===== src/rtl/seg7_pkg.sv =====
// Shared types and segment patterns for the 7-segment capture path.
// Segment order is {a,b,c,d,e,f,g}, with a in bit 6 and 1 meaning lit.
package seg7_pkg;

    typedef logic [6:0] seg7_t;
    typedef logic [3:0] bcd_t;

    typedef enum logic [0:0] {
        ST_EMPTY = 1'b0,
        ST_FULL  = 1'b1
    } frame_state_t;

    localparam seg7_t SEG_ZERO  = 7'b1111110;
    localparam seg7_t SEG_ONE   = 7'b0110000;
    localparam seg7_t SEG_TWO   = 7'b1101101;
    localparam seg7_t SEG_THREE = 7'b1111001;
    localparam seg7_t SEG_FOUR  = 7'b0110011;
    localparam seg7_t SEG_FIVE  = 7'b1011011;
    localparam seg7_t SEG_SIX   = 7'b1011111;
    localparam seg7_t SEG_SEVEN = 7'b1110000;
    localparam seg7_t SEG_EIGHT = 7'b1111111;
    localparam seg7_t SEG_NINE  = 7'b1111011;

    localparam bcd_t BCD_INVALID = 4'hF;

endpackage


===== src/rtl/seg7_decode.sv =====
// Combinational 7-segment to BCD decoder; unknown patterns map to
// BCD_INVALID with the invalid flag raised.
module seg7_decode
    import seg7_pkg::*;
(
    input  seg7_t seg,
    output bcd_t  bcd,
    output logic  invalid
);

    // Pattern lookup against the ten legal digit shapes
    always_comb begin
        bcd     = BCD_INVALID;
        invalid = 1'b1;
        case (seg)
            SEG_ZERO:  begin bcd = 4'd0; invalid = 1'b0; end
            SEG_ONE:   begin bcd = 4'd1; invalid = 1'b0; end
            SEG_TWO:   begin bcd = 4'd2; invalid = 1'b0; end
            SEG_THREE: begin bcd = 4'd3; invalid = 1'b0; end
            SEG_FOUR:  begin bcd = 4'd4; invalid = 1'b0; end
            SEG_FIVE:  begin bcd = 4'd5; invalid = 1'b0; end
            SEG_SIX:   begin bcd = 4'd6; invalid = 1'b0; end
            SEG_SEVEN: begin bcd = 4'd7; invalid = 1'b0; end
            SEG_EIGHT: begin bcd = 4'd8; invalid = 1'b0; end
            SEG_NINE:  begin bcd = 4'd9; invalid = 1'b0; end
            default:   begin bcd = BCD_INVALID; invalid = 1'b1; end
        endcase
    end

endmodule


===== src/rtl/seg7_scan_capture.sv =====
// Reader end of a multiplexed 7-segment display: debounces each digit,
// decodes it back to BCD and hands complete frames out over valid/ready.
module seg7_scan_capture
    import seg7_pkg::*;
#(
    parameter int NUM_DIGITS    = 4,
    parameter int STABLE_CYCLES = 3
) (
    input  logic                    clk,
    input  logic                    rst_n,
    input  logic [6:0]              seg_in,
    input  logic [NUM_DIGITS-1:0]   dig_sel,
    input  logic                    frame_ready,
    output logic                    frame_valid,
    output logic [4*NUM_DIGITS-1:0] frame_bcd,
    output logic [NUM_DIGITS-1:0]   frame_err,
    output logic                    overrun
);

    localparam int SAMPLE_W = 7 + NUM_DIGITS;
    localparam int RUN_W    = $clog2(STABLE_CYCLES + 1);

    localparam logic [RUN_W-1:0]      RUN_ZERO = RUN_W'(0);
    localparam logic [RUN_W-1:0]      RUN_ONE  = RUN_W'(1);
    localparam logic [RUN_W-1:0]      RUN_MAX  = RUN_W'(STABLE_CYCLES);
    localparam logic [RUN_W-1:0]      RUN_PRE  = RUN_W'(STABLE_CYCLES - 1);
    localparam logic [NUM_DIGITS-1:0] DIG_ZERO = NUM_DIGITS'(0);
    localparam logic [NUM_DIGITS-1:0] DIG_ONE  = NUM_DIGITS'(1);

    logic [SAMPLE_W-1:0]     sample_s;
    logic [SAMPLE_W-1:0]     sample_r;
    logic [RUN_W-1:0]        run_r;
    logic [RUN_W-1:0]        run_next_s;
    logic                    onehot_s;
    logic                    same_s;
    logic                    capture_s;
    logic [NUM_DIGITS-1:0]   mask_r;
    logic [NUM_DIGITS-1:0]   mask_next_s;
    logic [4*NUM_DIGITS-1:0] slot_r;
    logic [NUM_DIGITS-1:0]   err_r;
    bcd_t                    dec_bcd_s;
    logic                    dec_inv_s;
    frame_state_t            state_r;
    frame_state_t            state_next_s;
    logic                    complete_s;
    logic                    load_s;
    logic                    drop_s;
    logic                    clear_mask_s;

    seg7_decode u_decode (
        .seg     (seg_in),
        .bcd     (dec_bcd_s),
        .invalid (dec_inv_s)
    );

    assign sample_s   = {seg_in, dig_sel};
    assign onehot_s   = (dig_sel != DIG_ZERO) && ((dig_sel & (dig_sel - DIG_ONE)) == DIG_ZERO);
    assign same_s     = (sample_s == sample_r);
    assign complete_s = &mask_r;

    // Stability run length; capture fires only on the cycle the run first hits the target
    always_comb begin
        run_next_s = RUN_ZERO;
        capture_s  = 1'b0;
        if (!onehot_s) begin
            run_next_s = RUN_ZERO;
            capture_s  = 1'b0;
        end else if (same_s) begin
            if (run_r == RUN_MAX) begin
                run_next_s = RUN_MAX;
            end else begin
                run_next_s = run_r + RUN_ONE;
            end
            capture_s = (run_r == RUN_PRE);
        end else begin
            run_next_s = RUN_ONE;
            capture_s  = (STABLE_CYCLES == 1);
        end
    end

    // Frame hand-off decisions from the completed mask and consumer backpressure
    always_comb begin
        state_next_s = state_r;
        load_s       = 1'b0;
        drop_s       = 1'b0;
        clear_mask_s = 1'b0;
        case (state_r)
            ST_EMPTY: begin
                if (complete_s) begin
                    load_s       = 1'b1;
                    clear_mask_s = 1'b1;
                    state_next_s = ST_FULL;
                end else begin
                    state_next_s = ST_EMPTY;
                end
            end
            ST_FULL: begin
                if (complete_s) begin
                    clear_mask_s = 1'b1;
                    load_s       = frame_ready;
                    drop_s       = !frame_ready;
                    state_next_s = ST_FULL;
                end else if (frame_ready) begin
                    state_next_s = ST_EMPTY;
                end else begin
                    state_next_s = ST_FULL;
                end
            end
            default: begin
                state_next_s = ST_EMPTY;
            end
        endcase
    end

    // A capture in the hand-off cycle starts the next frame, so it survives the clear
    always_comb begin
        mask_next_s = clear_mask_s ? DIG_ZERO : mask_r;
        if (capture_s) begin
            mask_next_s = mask_next_s | dig_sel;
        end else begin
            mask_next_s = mask_next_s;
        end
    end

    // Sample history, run counter, capture mask and per-digit slots
    always_ff @(posedge clk) begin
        if (!rst_n) begin
            sample_r <= {SAMPLE_W{1'b0}};
            run_r    <= RUN_ZERO;
            mask_r   <= DIG_ZERO;
            slot_r   <= {(4*NUM_DIGITS){1'b0}};
            err_r    <= DIG_ZERO;
        end else begin
            sample_r <= sample_s;
            run_r    <= run_next_s;
            mask_r   <= mask_next_s;
            if (capture_s) begin
                for (int i = 0; i < NUM_DIGITS; i++) begin
                    if (dig_sel[i]) begin
                        slot_r[4*i +: 4] <= dec_bcd_s;
                        err_r[i]         <= dec_inv_s;
                    end
                end
            end
        end
    end

    // Frame state register
    always_ff @(posedge clk) begin
        if (!rst_n) begin
            state_r <= ST_EMPTY;
        end else begin
            state_r <= state_next_s;
        end
    end

    // Registered frame outputs; held while the consumer stalls
    always_ff @(posedge clk) begin
        if (!rst_n) begin
            frame_valid <= 1'b0;
            frame_bcd   <= {(4*NUM_DIGITS){1'b0}};
            frame_err   <= DIG_ZERO;
            overrun     <= 1'b0;
        end else begin
            frame_valid <= (state_next_s == ST_FULL);
            overrun     <= drop_s;
            if (load_s) begin
                frame_bcd <= slot_r;
                frame_err <= err_r;
            end
        end
    end

endmodule

===== config.mk =====
export PLATFORM = sky130hd
export DESIGN_NAME = seg7_scan_capture
export DESIGN_NICKNAME = d
export VERILOG_FILES = /design/src/rtl/seg7_pkg.sv /design/src/rtl/seg7_decode.sv /design/src/rtl/seg7_scan_capture.sv
export SDC_FILE = /design/constraint.sdc
export NUM_CORES = 1
export LEC_CHECK = 0
export BUFFER_PORTS_ARGS = -buffer_cell sky130_fd_sc_hd__buf_2
export CORE_ASPECT_RATIO = 0.5
export CORE_MARGIN = 5
export CORE_UTILIZATION = 46
export DETAILED_ROUTE_END_ITERATION = 12
export GPL_TIMING_DRIVEN = 0
export PLACE_DENSITY_LB_ADDON = 0.25
export REMOVE_ABC_BUFFERS = 1
export SLEW_MARGIN = 20
export SYNTH_ARGS = -nofsm -noshare
export SYNTH_HDL_FRONTEND = slang
export SYNTH_SLANG_ARGS = --single-unit

===== constraint.sdc =====
create_clock -name clk -period 2.6 [get_ports clk]
set_clock_uncertainty 0.2 [all_clocks]
set_input_delay 0.39 -clock clk [delete_from_list [all_inputs] [get_ports clk]]
set_output_delay 0.39 -clock clk [all_outputs]
set_load 0.05 [all_outputs]

======== Yosys cells after proc, flatten, opt, wreduce, memory -nomap -nowiden ========
Index checks and enable logic that the tools add are counted.
storage, ports and cells
  register bits after elaboration ......... 59
  latch bits .............................. 0
  RAM bits ................................ 0
  memory bits (read-only) ................. 0
  input port bits ......................... 14
  output and inout port bits .............. 22
  logic and storage cells ................. 61
  memories ................................ 0
cells by class
  add/sub/neg operators ................... 2
  multiply operators ...................... 0
  div/mod/pow operators ................... 0
  magnitude comparators ................... 0
  equality and inequality tests ........... 13
  shift operators ......................... 0
  mux-type cells .......................... 14
  bitwise operators ....................... 3
  reductions and logical operators ........ 13
operator list
  operator                                                                count
  7-bit equality test (second input constant)                             8
  4-bit one-hot mux with 10 select lines                                  1
  7-bit by 6-bit equality test with 1-bit output (second input constant)  2
  11-bit equality test                                                    1
  2-bit AND reduction                                                     5
  10-bit OR reduction                                                     1
  1-bit 2-to-1 mux                                                        8
  4-bit 2-to-1 mux                                                        2
  6-bit AND reduction                                                     1
  4-bit bitwise AND                                                       1
  2-bit equality test (second input constant)                             2
  4-bit logical NOT                                                       1
  4-bit bitwise OR                                                        1
  1-bit one-hot mux with 2 select lines                                   2
  4-bit AND reduction                                                     1
  4-bit nonzero test                                                      1
  4-bit by 1-bit subtractor with 4-bit output (second input constant)     1
  3-bit AND reduction                                                     1
  2-bit by 1-bit adder with 2-bit output (second input constant)          1
  2-bit 2-to-1 mux                                                        1
  1-bit logical AND                                                       1
  1-bit logical NOT                                                       1
  1-bit NOT                                                               1

======== Logic depth before layout (Yosys ltp) ========
Gate-level depths: netlist of run 1.
  word-level depth ........................ 6
  mapped depth ............................ 6
  mapped depth without buffers ............ 5

======== Cells and area by module ========
Synthesis of run 1 repeated with hierarchy kept, for this count alone.
second synthesis, totals
  cell total of the unflattened synthesis .. 270
  area total of the unflattened synthesis .. 2570.0 sq um
by module, submodules not included
  module             instances  cells an instance  area an instance (sq um)  seq. area each (sq um)
  seg7_scan_capture  1          240                2378.5                    1181.1
  seg7_decode        1          30                 191.4                     0.0

======== Least setup slack after synthesis of run 1 ========
OpenSTA, ideal clock, no wires.
  path kind ............................... input to register
  start point ............................. in seg_in[1]
  end point ............................... reg err_r[0]
  library setup time ...................... 0.116 ns
  arrival ................................. 1.976 ns
  required time ........................... 2.284 ns
  slack ................................... 0.307 ns
  stages on the path ...................... 6
  buffers on the path ..................... 1
  path through ............................ clkbuf_1 > xnor2_1 > nand4_1 > nor4_4 > mux2i_1 > nor2b_1
between the ends
  word-level cells in the longest chain between the ends .. 4
  elaborated cells on any way between the ends .. 16
  classes of those cells .................. eq/ne (11); mux (3); reduce/logical (2)
RTL lines
  element                               line                      text
  start, declared                       seg7_scan_capture.sv:11   input logic [6:0] seg_in,
  11-bit equality test                  seg7_scan_capture.sv:58   assign same_s = (sample_s == sample_r);
  1-bit 2-to-1 mux                      seg7_scan_capture.sv:68   end else if (same_s) begin
  1-bit 2-to-1 mux                      seg7_scan_capture.sv:65   if (!onehot_s) begin
  2-bit AND reduction (no source line)  n/a
  end signal, assigned by index         seg7_scan_capture.sv:141  err_r[i] <= dec_inv_s;
  end, declared                         seg7_scan_capture.sv:40   logic [NUM_DIGITS-1:0] err_r;
Parallel ways exist; a longest one is shown, timed or not.
A chain may end at the register's enable or synchronous reset.

======== Worst setup path after layout of run 1 ========
  start point ............................. reg run_r[1]
  end point ............................... reg slot_r[9]
between the ends
  word-level cells in the longest chain between the ends .. 4
RTL lines
  element                               line                      text
  start, declared                       seg7_scan_capture.sv:32   logic [RUN_W-1:0] run_r;
  start signal, assigned                seg7_scan_capture.sv:135  run_r <= run_next_s;
  2-bit equality test                   seg7_scan_capture.sv:74   capture_s = (run_r == RUN_PRE);
  1-bit 2-to-1 mux                      seg7_scan_capture.sv:68
  1-bit 2-to-1 mux                      seg7_scan_capture.sv:65
  2-bit AND reduction (no source line)  n/a
  end signal, assigned                  seg7_scan_capture.sv:131  slot_r <= {(4*NUM_DIGITS){1'b0}};
  end signal, assigned by index         seg7_scan_capture.sv:140  slot_r[4*i +: 4] <= dec_bcd_s;
  end, declared                         seg7_scan_capture.sv:39   logic [4*NUM_DIGITS-1:0] slot_r;
Every way passes these cells.

==> out/metrics.yaml, run 1 <==
run_status:
  status: "completed"
cells_and_area:
  area_growth_pct: 16.52
  drive_gt1_frac: 0.2047
  seq_area_um2: 1181
  finalNonFillerCells: 368
  nNetsFinal: 307
  diodes: 0
  fillers: 455
  multi_input_area_um2: 1217
pwr:
  p_leak_nw: 1.077
  power.density_nw_per_um2: 662.5
  switching_share: 0.2178
  p_comb_frac: 0.055
  pwr-share-seq: 0.482
  p_switching_uw: 415.1
  ir_worst_vdd_mv: 0.2859
  p_total_mw: 1.906
  power.internal_mw: 1.491
  pwr-share-clk: 0.463
global_route:
  grt_pass1_wl_um: 8293
  antenna_found_initial: 0
  grt_max_degree: 59
  track_usage: 0.1558
  grt_pass1_vias: 1781
  overflow: 0
synthesis:
  dominantRegCellSynth: "dfxtp_1"
  synth_seq_cells: 59
  async_flop_share: 0
  yosysSeqAreaShare: 0.4785
  synth_cell_types: 36
  avgSynthCellArea_um2: 9.351
  synth.largest_area_cell: "dfxtp_1"
  synthCells: 264
  synth_area_um2: 2469
  synth.top_cell.area_share: 0.4785
  yosysWarnings: 0
  synth_edf_count: 0
  synth.area.top_cells: "dfxtp_1 48%, nand2_1 7.0%, a21boi_0 6.4%, mux2i_1 5.7%, nor2b_1 4.3%"
timing:
  tightest_slew_ns: 0.8867
  finalMaxSlewViolations: 0
  period_needed_ns: 2.438
  period_share: 0.9376
  holdWs_ns: 0.1299
  grt_setup_unrepaired: "no"
  hold_viol_final: 0
  timing.fmax_mhz: 410.2
  maxSlewHeadroom: 0.4049
  final.setup.tns_ns: 0
  setup_viol: 0
clock_tree:
  post-cts-setup-buffers: 0
  cts_sinks: 59
  cts.path.max_buffers: 2
  cts-root-buf: "clkbuf_8"
  numCtsBuffers: 9
  htree_num_levels: 3
  ctsHoldBuffers: 0
  cts.clk_slew.worst_paths_ns: 0.07
  cts_resized: 0
  clkLatencyLatePin_ns: 0.33
  cts_tree: "yes"
place:
  placed_cells: 352
  gp_congestion: 0.7528
  dp_hpwl_um: 3232
  port-buffer-count: 35
drt:
  route.detailed.drc: 0
  routedWlPerCell_um: 13.45
  drtIter0Drc: 101
  totalWireLength_um: 4949
  ant_nets: 0
  avgViaCountPerCell: 5.092
  firstDrtPassIters: 4
  vias: 1874
floorplan:
  io_pins: 36
  start_util: 0.4872
  coreArea_um2: 5067
  dieWidth_um: 113.6
  rows: 18
  dieArea_um2: 7020
  die_h_um: 61.80
worst_setup_path:
  worst_setup_path_end_kind: "register"
  path_cells: "or3b_1 -> or4b_4 -> nor4_4 -> mux2i_1 -> nor2b_1"
  crit_buf_inv: 0
  rr_startpoint: "run_r[1]$_SDFF_PN0_"
  critPathTopFamily: "simple AND/OR/NAND/NOR gates"
  setup.worst_path.start: "run_r[1]$_SDFF_PN0_"
  slowest_stage: "or4b_4"
  critical_path_class: "register to register"
  start_kind: "register"
  path_max_fanout: 8
  cp.arrival_ns: 2.46
  worstPathRequired_ns: 2.62
  slowest_delay_ns: 0.54
min_path:
  holdCritPathClass: "input pin to register"
  min_from: "frame_ready"
flow_run:
  cap_violations: 0
==> worst paths after layout <==
path	depth (start not counted)	to	slack, ns
max	5	slot_r[9]$_SDFFE_PN0P_	0.16
min	4	overrun$_SDFF_PN0_	0.13
max reg2reg	5	slot_r[9]$_SDFFE_PN0P_	0.16
min reg2reg	2	frame_err[0]$_SDFFE_PN0P_	0.26
==> per-stage QoR <==
step | setup slack, ns | utilization | instance area [um^2]
after floorplan | 0.3742 | - | 2404
after global placement | 0.01013 | 0.5262 | 2666
after detailed placement | -0.01272 | 0.5267 | 2669
after CTS | 0.1526 | 0.5677 | 2877
after global routing | 0.02118 | 0.5677 | 2877
final | 0.1623 | 0.5677 | 2877
==> worst register-to-register path, stage by stage, from the launching register on <==
cell	delay [ns]
dfxtp_1	0.36
or3b_1	0.39
or4b_4	0.54
nor4_4	0.51
mux2i_1	0.27
nor2b_1	0.06
==> Yosys cell counts, drive strengths merged (5+ instances only) <==
| library cell | number |
|---|---|
| nor2b | 17 |
| xnor2 | 12 |
| nand3 | 5 |
| o21ai | 9 |
| clkbuf | 16 |
| nor2 | 7 |
| nand2 | 46 |
| and2 | 11 |
| a21boi | 21 |
| dfxtp | 59 |
| a21oi | 15 |
| mux2i | 14 |
==> cell type report <==
class	instances	share of cell area
Multi-Input combinational cell	186	0.4232
Sequential cell	59	0.4106
Timing Repair Buffer	35	0.06090
Clock buffer	10	0.04437
Tap cell	70	0.03045
Clock inverter	6	0.02784
Inverter	2	0.002610
==> per-layer routing <==
layer,GRT usage,up-vias,part of all wire
met5,0,-,0
met4,0.06678,0,0.011
met3,0.05706,7,0.048
met2,0.2586,46,0.47
met1,0.1880,870,0.47
li1,-,951,-
==> power groups by stage <==
stage,combinational [mW],clock (mW),sequential [mW]
finish,0.104,0.883,0.919
global route,0.115,0.964,0.919
CTS,0.104,0.906,0.919
detailed placement,0.103,0,0.939
global placement,0.100,0,0.938
floorplan,0.0603,0,0.938
==> layout by cell type (no fill, tap or decap), types with 2 or more instances in the layout <==
cell type | netlist | final
inv_1 | 2 | 2
nor2b_1 | 17 | 17
a21boi_0 | 21 | 21
a311oi_1 | 2 | 2
buf_2 | 1 | 35
nor2_1 | 7 | 6
nand3_1 | 5 | 5
xnor2_1 | 12 | 12
nor4_4 | 4 | 4
clkbuf_8 | 0 | 9
o21ai_0 | 9 | 9
dfxtp_1 | 59 | 59
and2_1 | 10 | 10
bufinv_16 | 0 | 2
nand2_1 | 46 | 46
nand4_1 | 3 | 3
mux2i_1 | 14 | 14
or4b_1 | 2 | 2
nand2b_1 | 2 | 2
a21oi_1 | 15 | 15
clkinv_2 | 0 | 4
==> sequential cells by signal (all words and copies together), names as in the netlist <==
register     flops
overrun          1
frame_valid      1
sample_r        11
mask_r           4
frame_err        4
frame_bcd       16
err_r            4
run_r            2
slot_r          16
==> kinds of logic (layout without fill, tap and decap cells) <==
group,count (synthesis),in the layout,synth area share
and+or+nand+nor,107,107,0.2539
muxes,14,14,0.05676
DFF,59,59,0.4785
buffers and inverters,19,53,0.02940
xor gates and xnor gates,13,13,0.04612
AOI/OAI and AO/OA,52,52,0.1353
(Power assumes the default switching activity.)
==> inputs of run 2 (changes only) <==
clock period = 2 ns   (was 2.6 ns; I/O delays follow)
==> run 2 against run 1 <==
The run now ends with setup timing left. Flip-flop and latch count unchanged. Wire length is 12% higher. Fmax grew 13%. Global-route usage is 0.58 points higher. Non-clock buffer count rose by 15. Largest cell class unchanged.
==> out/metrics.yaml, run 2 (synthesized netlist as in run 1, its figures left out) <==
timing:
  setup_viol: 18
  maxSlewHeadroom: 0.4495
  grt_setup_unrepaired: "yes"
  tightest_slew_ns: 0.8258
  finalMaxSlewViolations: 0
  period_needed_ns: 2.166
  period_share: 1.083
  timing.fmax_mhz: 461.8
  final.setup.tns_ns: -1.984
  finalWorstSetupSlack_ns: -0.1655
  hold_viol_final: 0
worst_setup_path:
  path_cells: "or3b_4 -> or4b_4 -> nor4_4 -> buf_6 -> mux2i_1 -> nor2b_1"
  critPathTopFamily: "simple AND/OR/NAND/NOR gates"
  worstPathRequired_ns: 2.03
  slowest_delay_ns: 0.50
  critical_path_class: "register to register"
  worst_setup_path_end_kind: "register"
  crit_buf_inv: 1
  slowest_stage: "or4b_4"
  path_max_fanout: 8
  cp.arrival_ns: 2.19
  start_kind: "register"
clock_tree:
  cts-root-buf: "clkbuf_8"
  cts_sinks: 59
  ctsHoldBuffers: 0
  cts.clk_slew.worst_paths_ns: 0.07
  clkLatencyLatePin_ns: 0.34
  cts.path.max_buffers: 2
  numCtsBuffers: 9
  htree_num_levels: 3
  cts_tree: "yes"
pwr:
  ir_worst_vdd_mv: 0.3633
  p_switching_uw: 562.2
  power.density_nw_per_um2: 808.1
  switching_share: 0.2246
  p_total_mw: 2.504
  pwr-share-clk: 0.464
  power.internal_mw: 1.941
  p_comb_frac: 0.059
  pwr-share-seq: 0.477
  p_leak_nw: 1.183
cells_and_area:
  nNetsFinal: 323
  final_common_cell: "dfxtp_1"
  drive_gt1_frac: 0.3025
  stdcell_area_um2: 3098
  diodes: 0
  largestRegisters: "frame_bcd (16), slot_r (16), sample_r (11)"
  area_growth_pct: 25.49
  fin_util: 0.6114
  final_cell_mix: "57 x dfxtp_1, 46 x nand2_1, 35 x buf_2"
floorplan:
  start_util: 0.4872
  rows: 18
  io_pins: 36
  dieWidth_um: 113.6
  dieArea_um2: 7020
  coreArea_um2: 5067
  die_h_um: 61.80
place:
  dp_hpwl_um: 3232
  dpl_cell_area_um2: 2669
  pre_cts_slack_ns: -0.5227
  gp_congestion: 0.7528
  port-buffer-count: 35
drt:
  firstDrtPassIters: 4
  totalWireLength_um: 5533
  route.detailed.drc: 0
  vias: 1976
  ant_nets: 0
  drtIter0Drc: 126
  avgViaCountPerCell: 5.146
  routedWlPerCell_um: 14.41
global_route:
  track_usage: 0.1616
  grt_pass1_vias: 1827
  antenna_found_initial: 0
  overflow: 0
  grt_pass1_wl_um: 8576
  grt_max_degree: 59
run_status:
  violations: "setup timing"
  status: "finished with violations"
flow_run:
  cap_violations: 0
min_path:
  holdCritPathClass: "input pin to register"
run 2: changes by cell type in the layout (fill, tap and decap cells not counted), moves of 4 or more:
| cell | change |
|---|---|
| a21oi_2 | +6 |
| o21ai_2 | +4 |
| a21oi_1 | -6 |
| buf_4 | +10 |
| buf_6 | +5 |
| o21ai_0 | -6 |
run 2: worst paths after layout:
kind / from / end / slack [ns] / cells past startpoint
setup / recovery: run_r[1]$_SDFF_PN0_ / slot_r[1]$_SDFFE_PN0P_ / -0.17 / 6
hold / removal: dig_sel[1] / sample_r[1]$_SDFF_PN0_ / 0.07 / 2
setup reg to reg: run_r[1]$_SDFF_PN0_ / slot_r[1]$_SDFFE_PN0P_ / -0.17 / 6
hold reg to reg: frame_err[0]$_SDFFE_PN0P_ / frame_err[0]$_SDFFE_PN0P_ / 0.26 / 2
run 2: metrics by stage:
stage               std cells  hold WS (ns)
finish                    384       0.06763
global placement          352        0.2521
CTS                       375       0.04043
floorplan                 247        0.2138
detailed placement        352        0.2564
global route              384       0.06989
run 2: final cells by class:
cell class | instances | area, um^2
clock inverters | 6 | 80.08
multi-input cells | 187 | 1305
flip-flops and latches | 59 | 1184
fillers | 428 | 1969
inverters | 2 | 7.507
well taps | 70 | 87.58
repair buffers | 50 | 306.5
clock buffers | 10 | 127.6
run 2: power by group through the flow:
stage	sequential, mW	clock, mW	combinational, mW
final	1.19	1.16	0.148
after global routing	1.20	1.25	0.162
after CTS	1.19	1.18	0.139
after detailed placement	1.22	0	0.134
after global placement	1.22	0	0.130
after floorplan	1.22	0	0.0784
run 2: repair_timing:
item,4_1_cts,5_1_grt
gates cloned,0,1
endpoints found under the setup margin,24,23
setup buffers,7,8
gates resized for setup,18,14
pin swaps,6,5
run 2: per-layer routing:
layer / up-vias / global-route usage / share of wire
met5: - / 0 / 0
met4: 0 / 0.06678 / 0.012
met1: 928 / 0.1956 / 0.46
li1: 988 / - / -
met2: 50 / 0.2703 / 0.48
met3: 10 / 0.05706 / 0.053
